===== config.mk =====
export PLATFORM = sky130hd
export DESIGN_NAME = uart_rx_ctrl
export DESIGN_NICKNAME = d
export VERILOG_FILES = /design/src/rtl/uart_pkg.sv /design/src/rtl/uart_baud_tick.sv /design/src/rtl/uart_rx_ctrl.sv
export SDC_FILE = /design/constraint.sdc
export NUM_CORES = 1
export LEC_CHECK = 0
export ABC_AREA = 1
export CORE_MARGIN = 2
export CORE_UTILIZATION = 58
export CTS_CLUSTER_SIZE = 28
export DETAILED_ROUTE_END_ITERATION = 12
export GPL_ROUTABILITY_DRIVEN = 0
export MAX_ROUTING_LAYER = met4
export PLACE_DENSITY = 0.8
export SYNTH_ARGS = -nofsm -noshare
export SYNTH_HDL_FRONTEND = slang
export SYNTH_SLANG_ARGS = --single-unit

===== constraint.sdc =====
create_clock -name io_mainClk -period 2.49 [get_ports io_mainClk]
set_input_delay 0.249 -clock io_mainClk [delete_from_list [all_inputs] [get_ports io_mainClk]]
set_output_delay 0.249 -clock io_mainClk [all_outputs]
set_load 0.1 [all_outputs]

===== src/rtl/uart_pkg.sv =====
// Shared UART definitions: receiver FSM states, parity bit positions, bit timing
// constants and the frame configuration struct used by both RX and TX.
package uart_pkg;

   localparam int PAR_PCE        = 0;
   localparam int PAR_PS         = 1;
   localparam int TICKS_PER_BIT  = 8;
   localparam int IDLE_BIT_COUNT = 10;
   localparam int SAMPLE_FIRST   = 3;
   localparam int SAMPLE_SECOND  = 4;
   localparam int SAMPLE_DECIDE  = 5;

   typedef enum logic [2:0] {
      RX_IDLE,
      RX_START,
      RX_DATA,
      RX_PARITY,
      RX_STOP1,
      RX_STOP2
   } rx_state_t;

   typedef struct packed {
      logic [2:0]  data_length;
      logic        stop;
      logic [1:0]  parity;
      logic [19:0] clock_divider;
   } uart_config_t;

   function automatic logic majority3(input logic a, input logic b, input logic c);
      return (a & b) | (a & c) | (b & c);
   endfunction

endpackage


===== src/rtl/uart_baud_tick.sv =====
// Oversampling tick generator: one tick every (divider+1) clocks while enabled,
// held at zero when disabled and restartable with a synchronous clear.
module uart_baud_tick (
   input  logic        clk,
   input  logic        rst_n,
   input  logic        enable,
   input  logic        clear,
   input  logic [19:0] divider,
   output logic        tick
);

   logic [19:0] count;

   assign tick = enable && !clear && (count >= divider);

   // The >= compare keeps the counter bounded even if the divider shrinks
   always_ff @(posedge clk or negedge rst_n) begin
      if (!rst_n) begin
         count <= '0;
      end else if (!enable || clear) begin
         count <= '0;
      end else if (count >= divider) begin
         count <= '0;
      end else begin
         count <= count + 20'd1;
      end
   end

endmodule


===== src/rtl/uart_rx_ctrl.sv =====
// UART receive engine: synchronises rxd, samples frames with 8x oversampling and
// pushes good bytes into a valid/ready stream while flagging errors, break and idle.
module uart_rx_ctrl
   import uart_pkg::*;
(
   input  logic        io_mainClk,
   input  logic        resetCtrl_systemResetn,
   input  logic [2:0]  io_config_frame_dataLength,
   input  logic        io_config_frame_stop,
   input  logic [1:0]  io_config_frame_parity,
   input  logic [19:0] io_config_clockDivider,
   input  logic        io_uart_rxen,
   input  logic        io_uart_rxd,
   output logic        io_read_valid,
   input  logic        io_read_ready,
   output logic [7:0]  io_read_payload,
   output logic        io_readError,
   output logic        io_overrun,
   output logic        io_readBreak,
   output logic        io_rxIdle
);

   logic         rxd_meta;
   logic         rxd_sync;
   logic         rxd_prev;

   uart_config_t cfg;
   rx_state_t    state;
   logic [2:0]   phase;
   logic [2:0]   bit_idx;
   logic         sample_a;
   logic         sample_b;
   logic [7:0]   shift_reg;
   logic         par_acc;
   logic         par_bad;
   logic         stop_bad;
   logic         any_one;

   logic         idle_armed;
   logic         win_ok;
   logic [3:0]   idle_cnt;

   logic         valid_q;
   logic [7:0]   payload_q;
   logic         read_error_q;
   logic         overrun_q;
   logic         break_q;
   logic         idle_q;

   logic         tick;
   logic         start_edge;
   logic         maj;
   logic         decide;
   logic         wrap;
   logic         last_stop;
   logic         frame_bad;
   logic         frame_break;

   // Reset to 1 so a line held low through reset does not look like an edge
   always_ff @(posedge io_mainClk or negedge resetCtrl_systemResetn) begin
      if (!resetCtrl_systemResetn) begin
         rxd_meta <= 1'b1;
         rxd_sync <= 1'b1;
         rxd_prev <= 1'b1;
      end else begin
         rxd_meta <= io_uart_rxd;
         rxd_sync <= rxd_meta;
         rxd_prev <= rxd_sync;
      end
   end

   assign start_edge  = (state == RX_IDLE) && io_uart_rxen && rxd_prev && !rxd_sync;
   assign maj         = majority3(sample_a, sample_b, rxd_sync);
   assign decide      = tick && (phase == 3'(SAMPLE_DECIDE));
   assign wrap        = tick && (phase == 3'(TICKS_PER_BIT - 1));
   assign last_stop   = (state == RX_STOP2) || ((state == RX_STOP1) && !cfg.stop);
   assign frame_bad   = par_bad || stop_bad || !maj;
   assign frame_break = !any_one && !maj;

   uart_baud_tick u_tick (
      .clk     (io_mainClk),
      .rst_n   (resetCtrl_systemResetn),
      .enable  (io_uart_rxen),
      .clear   (start_edge),
      .divider (cfg.clock_divider),
      .tick    (tick)
   );

   // Receiver FSM, idle detector and output stream register; later assignments
   // in this block deliberately override the defaults at the top.
   always_ff @(posedge io_mainClk or negedge resetCtrl_systemResetn) begin
      if (!resetCtrl_systemResetn) begin
         cfg          <= '0;
         state        <= RX_IDLE;
         phase        <= '0;
         bit_idx      <= '0;
         sample_a     <= 1'b0;
         sample_b     <= 1'b0;
         shift_reg    <= '0;
         par_acc      <= 1'b0;
         par_bad      <= 1'b0;
         stop_bad     <= 1'b0;
         any_one      <= 1'b0;
         idle_armed   <= 1'b0;
         win_ok       <= 1'b0;
         idle_cnt     <= '0;
         valid_q      <= 1'b0;
         payload_q    <= '0;
         read_error_q <= 1'b0;
         overrun_q    <= 1'b0;
         break_q      <= 1'b0;
         idle_q       <= 1'b0;
      end else begin
         read_error_q <= 1'b0;
         overrun_q    <= 1'b0;
         idle_q       <= 1'b0;

         if (valid_q && io_read_ready) begin
            valid_q <= 1'b0;
         end
         if (break_q && rxd_sync) begin
            break_q <= 1'b0;
         end

         if (tick) begin
            phase <= phase + 3'd1;
         end
         if (tick && (phase == 3'(SAMPLE_FIRST))) begin
            sample_a <= rxd_sync;
         end
         if (tick && (phase == 3'(SAMPLE_SECOND))) begin
            sample_b <= rxd_sync;
         end

         // Idle windows are aligned to the same tick phase the frame left off on
         if (idle_armed && (state == RX_IDLE)) begin
            if (wrap) begin
               if (win_ok && rxd_sync) begin
                  if (idle_cnt == 4'(IDLE_BIT_COUNT - 1)) begin
                     idle_q     <= 1'b1;
                     idle_armed <= 1'b0;
                     idle_cnt   <= '0;
                  end else begin
                     idle_cnt <= idle_cnt + 4'd1;
                  end
               end else begin
                  idle_cnt <= '0;
               end
               win_ok <= 1'b1;
            end else if (!rxd_sync) begin
               win_ok <= 1'b0;
            end
         end

         if (!io_uart_rxen) begin
            state <= RX_IDLE;
            phase <= '0;
         end else begin
            case (state)
               RX_IDLE: begin
                  if (start_edge) begin
                     state      <= RX_START;
                     phase      <= '0;
                     cfg        <= '{io_config_frame_dataLength, io_config_frame_stop,
                                     io_config_frame_parity, io_config_clockDivider};
                     shift_reg  <= '0;
                     par_acc    <= 1'b0;
                     par_bad    <= 1'b0;
                     stop_bad   <= 1'b0;
                     any_one    <= 1'b0;
                     idle_armed <= 1'b0;
                     idle_cnt   <= '0;
                  end
               end
               RX_START: begin
                  if (decide && maj) begin
                     state <= RX_IDLE;
                  end else if (wrap) begin
                     state   <= RX_DATA;
                     bit_idx <= '0;
                  end
               end
               RX_DATA: begin
                  if (decide) begin
                     shift_reg[bit_idx] <= maj;
                     par_acc            <= par_acc ^ maj;
                     any_one            <= any_one | maj;
                  end
                  if (wrap) begin
                     if (bit_idx == cfg.data_length) begin
                        state <= cfg.parity[PAR_PCE] ? RX_PARITY : RX_STOP1;
                     end else begin
                        bit_idx <= bit_idx + 3'd1;
                     end
                  end
               end
               RX_PARITY: begin
                  if (decide) begin
                     par_bad <= (maj != (par_acc ^ cfg.parity[PAR_PS]));
                     any_one <= any_one | maj;
                  end
                  if (wrap) begin
                     state <= RX_STOP1;
                  end
               end
               RX_STOP1, RX_STOP2: begin
                  if (decide && last_stop) begin
                     state      <= RX_IDLE;
                     idle_armed <= 1'b1;
                     idle_cnt   <= '0;
                     win_ok     <= 1'b0;
                     if (frame_break) begin
                        read_error_q <= 1'b1;
                        break_q      <= 1'b1;
                     end else if (frame_bad) begin
                        read_error_q <= 1'b1;
                     end else if (valid_q && !io_read_ready) begin
                        overrun_q <= 1'b1;
                     end else begin
                        payload_q <= shift_reg;
                        valid_q   <= 1'b1;
                     end
                  end else if (decide) begin
                     stop_bad <= !maj;
                     any_one  <= any_one | maj;
                  end
                  if (wrap && !last_stop) begin
                     state <= RX_STOP2;
                  end
               end
               default: state <= RX_IDLE;
            endcase
         end
      end
   end

   assign io_read_valid   = valid_q;
   assign io_read_payload = payload_q;
   assign io_readError    = read_error_q;
   assign io_overrun      = overrun_q;
   assign io_readBreak    = break_q;
   assign io_rxIdle       = idle_q;

endmodule


# Word level (Yosys, flattened, before mapping)
# Cells that the tools add are included.
dict set report classes {
  n_addsub 4
  magnitude_cmp 3
  eq_ne 27
  n_mux 88
  bitwise_logic 11
  reduce_logical 48
}
# operator n
set op_table {}
lappend op_table {{two-way mux 3 bit} 18}
lappend op_table {{two-way mux 1 bit} 48}
lappend op_table {{two-way mux 20 bit} 2}
lappend op_table {{two-way mux 4 bit} 7}
lappend op_table {{adder 20 x 1 -> 20 bit, second input constant} 1}
lappend op_table {{>= comparator 20 bit} 1}
lappend op_table {{logical AND 1 bit} 20}
lappend op_table {{AND reduction 6 bit} 3}
lappend op_table {{two-way mux 8 bit} 2}
lappend op_table {{inequality test 2 bit, second input constant} 8}
lappend op_table {{one-hot mux 8 bit (2 select lines)} 1}
lappend op_table {{== test 3 bit, second input constant} 5}
lappend op_table {{one-hot mux 3 bit (5 select lines)} 1}
lappend op_table {{AND reduction 4 bit} 3}
lappend op_table {{== test 3 x 2 -> 1 bit, second input constant} 3}
lappend op_table {{inequality test 3 bit, second input constant} 3}
lappend op_table {{bitwise mux 8 bit} 1}
lappend op_table {{logical NOT 1 bit} 8}
lappend op_table {{inequality test 4 bit, second input constant} 2}
lappend op_table {{one-hot mux 1 bit (2 select lines)} 4}
lappend op_table {{one-hot mux 4 bit (2 select lines)} 1}
lappend op_table {{nonzero test 2 bit} 4}
lappend op_table {{adder 3 x 1 -> 3 bit, second input constant} 2}
lappend op_table {{one-hot mux 3 bit (2 select lines)} 1}
lappend op_table {{other kinds (21)} 32}
dict set report totals {
  reg_bits 91
  output_inout_bits 13
  wordCells 208
}

# Logic depth before layout (Yosys ltp)
# Gate-level depths: netlist (run 1).
dict set report depth {
  depth_word 13
  mapped_depth 18
}

# Modules after synthesis
# Synthesis (run 1) repeated with hierarchy kept, for this count alone.
dict set report hier_totals {
  hier_cells 684
  area_unflattened_um2 5332.6
}
# mod instances cells_each area_per_inst_um2 seq_area_each_um2
set by_module_without_submodules {}
lappend by_module_without_submodules {uart_rx_ctrl 1 427 3502.1 1780.5}
lappend by_module_without_submodules {uart_baud_tick 1 257 1830.5 500.5}

# Least setup slack after synthesis (run 1)
# OpenSTA, ideal clock, no wires.
dict set report synth_path {
  kind {reg-to-reg}
  startpoint {register u_tick.count[15]}
  endpoint {register shift_reg[5]}
  t_arrival_ns 1.944
  path_slack_ns 0.427
  path_stages_with_launch 14
  n_path_buf 1
  cell_sequence {dfrtp_1 -> ha_1 -> nand2_1 -> inv_1 -> nand2_1 -> nand2_1 -> a21oi_1 -> nand4_4 -> nand2_4 -> nor2_4 -> o21ai_4 -> buf_6 -> nor2_1 -> o21a_1}
}
dict set report synth_via {
  elab_chain_cells 5
}
# element line
set synth_rtl {}
lappend synth_rtl {{start: declaration} uart_baud_tick.sv:12} ;# logic [19:0] count;
lappend synth_rtl {{start signal: assignment} uart_baud_tick.sv:25} ;# count <= count + 20'd1;
lappend synth_rtl {{>= comparator 20 bit} uart_baud_tick.sv:14} ;# assign tick = enable && !clear && (count >= divider);
lappend synth_rtl {{logical AND 1 bit} uart_baud_tick.sv:14}
lappend synth_rtl {{logical AND 1 bit} uart_rx_ctrl.sv:74} ;# assign decide = tick && (phase == 3'(SAMPLE_DECIDE));
lappend synth_rtl {{inequality test 2 bit (no source line)} --}
lappend synth_rtl {{AND reduction 4 bit (no source line)} --}
lappend synth_rtl {{end signal: indexed assignment} uart_rx_ctrl.sv:185} ;# shift_reg[bit_idx] <= maj;
lappend synth_rtl {{end: declaration} uart_rx_ctrl.sv:33} ;# logic [7:0] shift_reg;
# Every way passes these cells.
# A chain may end at the register's enable or synchronous reset.

# Worst setup path in the final report (run 1)
dict set report layout_path {
  startpoint {register u_tick.count[15]}
  endpoint {register shift_reg[7]}
}
# The elaborated chain is that of the path after synthesis.

==> impl_metrics.ini, run 1 <==
[worst_setup_path]
cp_slowest_stage_delay_ns = 0.42
critPathTopFamily = simple AND/OR/NAND/NOR gates
cp-end-kind = flop
cp_data_arrival_time_ns = 2.65
path_buf_inv = 2
path_max_fanout = 5
crit_type = flop to flop
crit_chain = ha_1, nand2_1, inv_1, nand2_1, nand2_1, a21oi_1, nand4_4, nand2_4, nor2_4, o21ai_2, buf_4, o21ai_0, nand2_1
r2r_slack_ns = 0.14
crit_slowest_cell = dfrtp_1
worst_path_most_repeated_cell = nand2_1
regToRegStartpoint = u_tick.count[15]
cp.required_ns = 2.79
rr_worst_depth = 13
start_kind = flop
crit_cells = 13
r2r_end = shift_reg[7]

[run]
drv_cap = 0

[layout]
fin_util_pct = 69.62
drive_gt1_share_pct = 14.26
fillers = 664
multi_input_area_um2 = 2350
antenna_cells = 0
area_growth_pct = 15.45
finalNonFillerCells = 764
largest_register_ffs = 26
seqCellArea_um2 = 2281
nets = 715
top_regs = cfg (26), u_tick.count (20)
top_register = cfg

[detailed_routing]
dr_total_vias = 4058
totalWireLength_um = 10370
dr.pass1.iters = 5
vias_per_cell = 5.312
drtIter0Drc = 193
detail-route-antenna-nets = 0
wl_per_cell_um = 13.57
drcViolationCount = 0

[logic_synthesis]
synth_compound_area_share_pct = 10.85
synth_edf_count = 0
synth.avg_cell_area_um2 = 8.369
synth_mux_area_share_pct = 0
synth_xor_area_share_pct = 2.814
ys_seq_area_share_pct = 45.80
synth_nets = 655
synthDistinctLibCells = 42
async_flop_share_pct = 100.0
yosys_warnings = 0
synth_fa_ha_area_share_pct = 7.286
ys_ff_latch = 91
netlist_area_um2 = 4980
synth_top_family_by_area = simple AND/OR/NAND/NOR gates
synth_simple_gate_area_share_pct = 25.78
syn_inst = 595
synth_flop_cell = dfrtp_1

[cts]
numCtsBuffers = 9
h-tree-depth = 3
tritoncts = done
clkTransAtPathRegs_ns = 0.09
insertion_delay_ns = 0.37
cts.path.max_buffers = 2
clock-sinks = 91
root_buffer = clkbuf_8

[hold_path]
hp-class = input port to flop
worstHoldPathCells = 1
min_from = io_uart_rxd
hold_end = rxd_meta

[timing]
relSlewSlack_pct = 55.39
worst_hold_slack_ns = 0.2870
tightest_slew_ns = 0.6692
setup_tns_ns = 0
setup_viol = 0
grt_setup_unrepaired = yes
max_freq_ghz = 0.4259
min_period_over_period_pct = 94.29
fin_skew_ns = 0.01682
finalCriticalPeriod_ns = 2.348
drv_slew = 0
hold_viol = 0

[floorplanning]
fp-row-count = 33
initial_core_util_pct = 60.30
die_h_um = 96.66
ios = 44
fp.dieArea_um2 = 9343
coreArea_um2 = 8258
dieWidth_um = 96.66

[power]
power.total_w = 0.003737
vdd_ir_drop_max_v = 0.0003204
power_density_nw_per_um2 = 650.1
total_leakage_power_nw = 2.885

[run_status]
outcome = complete, no violations

[global_route]
grt_pass1_wl_um = 17980
grt_pass1_vias = 3970
grt_use_total_pct = 23.85
grt_overflow_total = 0
antenna_found_initial = 0
grt_max_degree = 54

[placement]
portBuffers = 43
dp.cells = 740
dp_hpwl_um = 7491
## timing repair
| item | in CTS | in global routing |
|---|---|---|
| gates resized for setup | 0 | 5 |
| endpoints found under the setup margin | 0 | 16 |
| buffers inserted | 0 | 6 |
| hold buffers | 1 | 0 |
| endpoints found under the hold margin | 50 | 0 |
## synthesized netlist by cell type, types with 2 or more instances
library cell / count / area, um^2
nand2_1: 148 / 555.5
dfrtp_1: 88 / 2202
inv_1: 71 / 266.5
nor2_1: 53 / 198.9
o21ai_0: 50 / 250.2
ha_1: 29 / 362.9
a21oi_1: 26 / 130.1
nand3_1: 16 / 80.08
nand4_1: 11 / 68.82
xor2_1: 11 / 96.34
nor2_2: 9 / 56.30
inv_2: 8 / 30.03
nor2_4: 7 / 78.83
nor3_1: 7 / 35.03
a21oi_2: 5 / 43.79
xnor2_1: 5 / 43.79
buf_2: 4 / 20.02
clkbuf_1: 4 / 15.01
o21ai_1: 4 / 20.02
dfstp_2: 3 / 78.83
nand2_2: 3 / 18.77
nor2_8: 3 / 60.06
o21a_1: 3 / 22.52
buf_6: 2 / 22.52
clkinv_1: 2 / 7.510
nand2_4: 2 / 22.52
nand4_4: 2 / 42.54
nor3b_1: 2 / 15.01
nor4_1: 2 / 12.51
o22ai_1: 2 / 12.51
o31ai_1: 2 / 15.01
## where the power goes
part,internal [W],switching (W)
logic,0.000375,0.000670
registers,0.00168,0.000107
clock network,0.000359,0.000543
## worst max path at each step
stage	from	end	slack [ns]
3_3_place_gp	io_uart_rxen	stop_bad	0.15
4_1_cts	u_tick.count[7]	io_read_payload[3]	0.07
6_report	u_tick.count[15]	shift_reg[7]	0.14
2_1_floorplan	u_tick.count[15]	shift_reg[5]	0.43
5_1_grt	u_tick.count[5]	par_bad	-0.003
3_5_place_dp	io_uart_rxen	cfg[25]	0.10
## logic make-up after synthesis
kind of cell / count (synthesis)
flip-flops: 91
buffers and inverters: 93
adder cells (fa/ha/maj): 29
XOR/XNOR: 16
AND/OR/NAND/NOR: 269
AO/OA/AOI/OAI: 97
## through the flow
| stage | instance area, um^2 | setup slack, ns |
|---|---|---|
| after floorplan | 4980 | 0.4273 |
| after global placement | 5505 | 0.1459 |
| after detailed placement | 5505 | 0.1018 |
| after CTS | 5682 | 0.07276 |
| after global routing | 5749 | -0.003178 |
| final | 5749 | 0.1423 |
## worst reg2reg max path, cell delays in order (launching register included)
cell and delay (ns):
dfrtp_1 0.42, ha_1 0.32, nand2_1 0.12, inv_1 0.05, nand2_1 0.07, nand2_1 0.06
a21oi_1 0.25, nand4_4 0.21, nand2_4 0.15, nor2_4 0.07, o21ai_2 0.27, buf_4 0.18
o21ai_0 0.06, nand2_1 0.06
## cell type report
type                       count  share of cell area (%)
multi-input combinational    413                   40.87
sequential                    91                   39.67
timing repair buffer          58                   8.879
inverter                      82                   5.397
tap                          105                   2.285
clock buffer                   9                   2.155
clock inverter                 6                  0.7399
## cells in the final DEF (no fill, tap or decap), drive strengths merged, types with 5 or more instances in the layout
cell / count
xor2: 11
clkbuf: 9
nand2: 153
ha: 29
clkinv: 5
clkdlybuf4s50: 29
buf: 28
dfrtp: 88
nand3: 17
o21ai: 56
nor2: 73
nor3: 8
nand4: 14
inv: 81
xnor2: 5
a21oi: 31
## per-layer routing
| layer | part of all wire [%] | GRT usage, % | vias to the layer above | wire length [um] |
|---|---|---|---|---|
| met2 | 47 | 37.07 | 96 | 4847 |
| met1 | 47 | 31.63 | 1914 | 4868 |
| met5 | 0 | - | - | 0 |
| met3 | 4.2 | 4.480 | 21 | 434 |
| met4 | 2.1 | 8.451 | 0 | 219 |
| li1 | - | - | 2027 | - |
No activity file was read; power rests on OpenSTA's default activity.
==> inputs of run 2 (changes only) <==
Settings changed: CORE_MARGIN 2 to unset, HOLD_SLACK_MARGIN set to 0.06.
==> run 2 against run 1 <==
Combinational power hardly changed. Global-route usage is 1.5 points higher. Final cell count is 0.65% lower. Sequential cell count stayed put. Utilization is 0.35 points lower. Design area is 0.50% lower. Sequential share of layout area is 0.22 points higher. Clock-buffer cell count stayed put. Sequential power hardly changed. Via count is 1.8% lower. Worst setup slack better by 0.040 ns. Critical path type unchanged. Largest cell class unchanged.
==> impl_metrics.ini, run 2 (synthesis results as in run 1) <==
[layout]
top_register = cfg
drive_gt1_share_pct = 13.91
final_common_cell = nand2_1
nets = 710
final_cell_mix = 148 x nand2_1, 87 x dfrtp_1, 70 x inv_1
top_regs = cfg (26), u_tick.count (20)
final_area_um2 = 5720
antenna_cells = 0
largest_register_ffs = 26
area_growth_pct = 14.87

[global_route]
grt_pass1_wl_um = 17280
antenna_found_initial = 0
grt_use_total_pct = 25.38
grt_overflow_total = 0
grt_max_degree = 51
grt_pass1_vias = 3914

[placement]
place_area_um2 = 5495
portBuffers = 43
pre_cts_ws_ns = 0.1381
dp_hpwl_um = 7305

[worst_setup_path]
path_max_fanout = 12
crit_type = flop to flop
cp-end-kind = flop
cp.required_ns = 2.74
start_kind = flop
worst_path_most_repeated_cell = nand2_1
crit_slowest_cell = dfrtp_1
cp_slowest_stage_delay_ns = 0.43
crit_chain = ha_1, nand2_1, inv_1, nand2_1, nand2_1, a21oi_1, nand4_4, nand2_4, nor2_4, o21ai_4, nor2_1, o21a_1
critPathTopFamily = simple AND/OR/NAND/NOR gates
cp_data_arrival_time_ns = 2.55
path_buf_inv = 1

[timing]
min_period_over_period_pct = 92.66
hold_viol = 0
relSlewSlack_pct = 55.73
drv_slew = 0
fin_skew_ns = 0.01643
finalCriticalPeriod_ns = 2.307
max_freq_ghz = 0.4334
grt_setup_unrepaired = yes
setup_viol = 0
tightest_slew_ns = 0.6572
worst_hold_slack_ns = 0.2945
fin_ws_ns = 0.1827

[cts]
numCtsBuffers = 9
clock-sinks = 91
h-tree-depth = 3
clkTransAtPathRegs_ns = 0.09
tritoncts = done
cts.path.max_buffers = 2
root_buffer = clkbuf_8
insertion_delay_ns = 0.36

[detailed_routing]
dr.pass1.iters = 5
dr_total_vias = 3986
vias_per_cell = 5.252
totalWireLength_um = 9816
drtIter0Drc = 185
drcViolationCount = 0
wl_per_cell_um = 12.93
detail-route-antenna-nets = 0

[power]
power_frac_seq_pct = 48.6
vdd_ir_drop_max_v = 0.0003062
comb_power_share_pct = 27.4
internal-power_w = 0.002401
total_leakage_power_nw = 2.874
clockPowerShare_pct = 23.9
switchingPower_w = 0.001282
swShare_pct = 34.81
power_density_nw_per_um2 = 643.8

[floorplanning]
dieWidth_um = 94.66
fp.dieArea_um2 = 8961
fp-row-count = 33
coreArea_um2 = 8258
initial_core_util_pct = 60.30
ios = 44
die_h_um = 94.66

[run_status]
outcome = complete, no violations

[run]
drv_cap = 0

[hold_path]
hp-class = input port to flop
==> run 2: changes by cell type in the layout (fill, tap and decap cells not counted), sizes merged <==
cell / before / now
buf: 28 / 25
nor2: 73 / 72
o21ai: 56 / 55
==> run 2: stage by stage <==
step | util, % | std cells | total power, W | setup TNS [ns]
2_1_floorplan | - | 595 | 0.002535 | 0
3_3_place_gp | 66.55 | 737 | 0.002775 | 0
3_5_place_dp | 66.55 | 737 | 0.002815 | 0
4_1_cts | 68.68 | 753 | 0.003701 | 0
5_1_grt | 69.27 | 759 | 0.003971 | -0.001424
6_report | 69.27 | 759 | 0.003683 | 0
==> run 2: power groups by stage <==
stage / sequential [W] / combinational (W) / clock, W
after global placement: 0.00182 / 0.000958 / 0
after floorplan: 0.00179 / 0.000748 / 0
after detailed placement: 0.00182 / 0.000993 / 0
after CTS: 0.00179 / 0.00100 / 0.000907
final: 0.00179 / 0.00101 / 0.000882
after global routing: 0.00182 / 0.00117 / 0.000979
==> run 2: timing repair <==
item,4_1_cts,5_1_grt
gates resized for setup,0,3
hold buffers,1,0
setup buffers,0,6
endpoints found under the setup margin,0,10
hold endpoints to repair,38,0
==> run 2: metal layers <==
metal  part of all wire (%)  GRT usage (%)  wire (um)  vias up
li1                       -              -          -     2005
met1                     47          32.99       4631     1870
met2                     46          39.69       4534       91
met3                    4.6          5.072        448       20
met4                    2.0          8.712        200        0
met5                      0              -          0        -
==> run 2: final cells by class <==
cell class,instances,area [um^2]
multi-input cells,411,2330
clock buffers,9,123.9
flip-flops and latches,91,2282
clock inverters,6,42.54
repair buffers,55,500.5
inverters,82,310.3
fillers,667,2537
well taps,105,131.4
==> run 2: final timing paths <==
path,from,endpoint,slack (ns),depth (start not counted)
min,io_uart_rxd,rxd_meta,0.29,1
min reg2reg,rxd_meta,rxd_sync,0.37,0
max reg2reg,u_tick.count[15],shift_reg[5],0.18,12
max,u_tick.count[15],shift_reg[5],0.18,12
max in group asynchronous,resetCtrl_systemResetn,state[0],1.42,3
min in group asynchronous,resetCtrl_systemResetn,cfg[6],0.41,2
==> run 2: worst reg2reg max path: stages (launching register included) <==
cell and delay [ns]:
dfrtp_1 0.43, ha_1 0.31, nand2_1 0.10, inv_1 0.04
nand2_1 0.05, nand2_1 0.04, a21oi_1 0.22, nand4_4 0.20
nand2_4 0.16, nor2_4 0.06, o21ai_4 0.29, nor2_1 0.11
o21a_1 0.20
==> inputs of run 3 (changes only) <==
Settings changed: GPL_TIMING_DRIVEN set to 1.
==> results of run 3 <==
The final DEF is identical to that of run 2; final timing and power are the same.
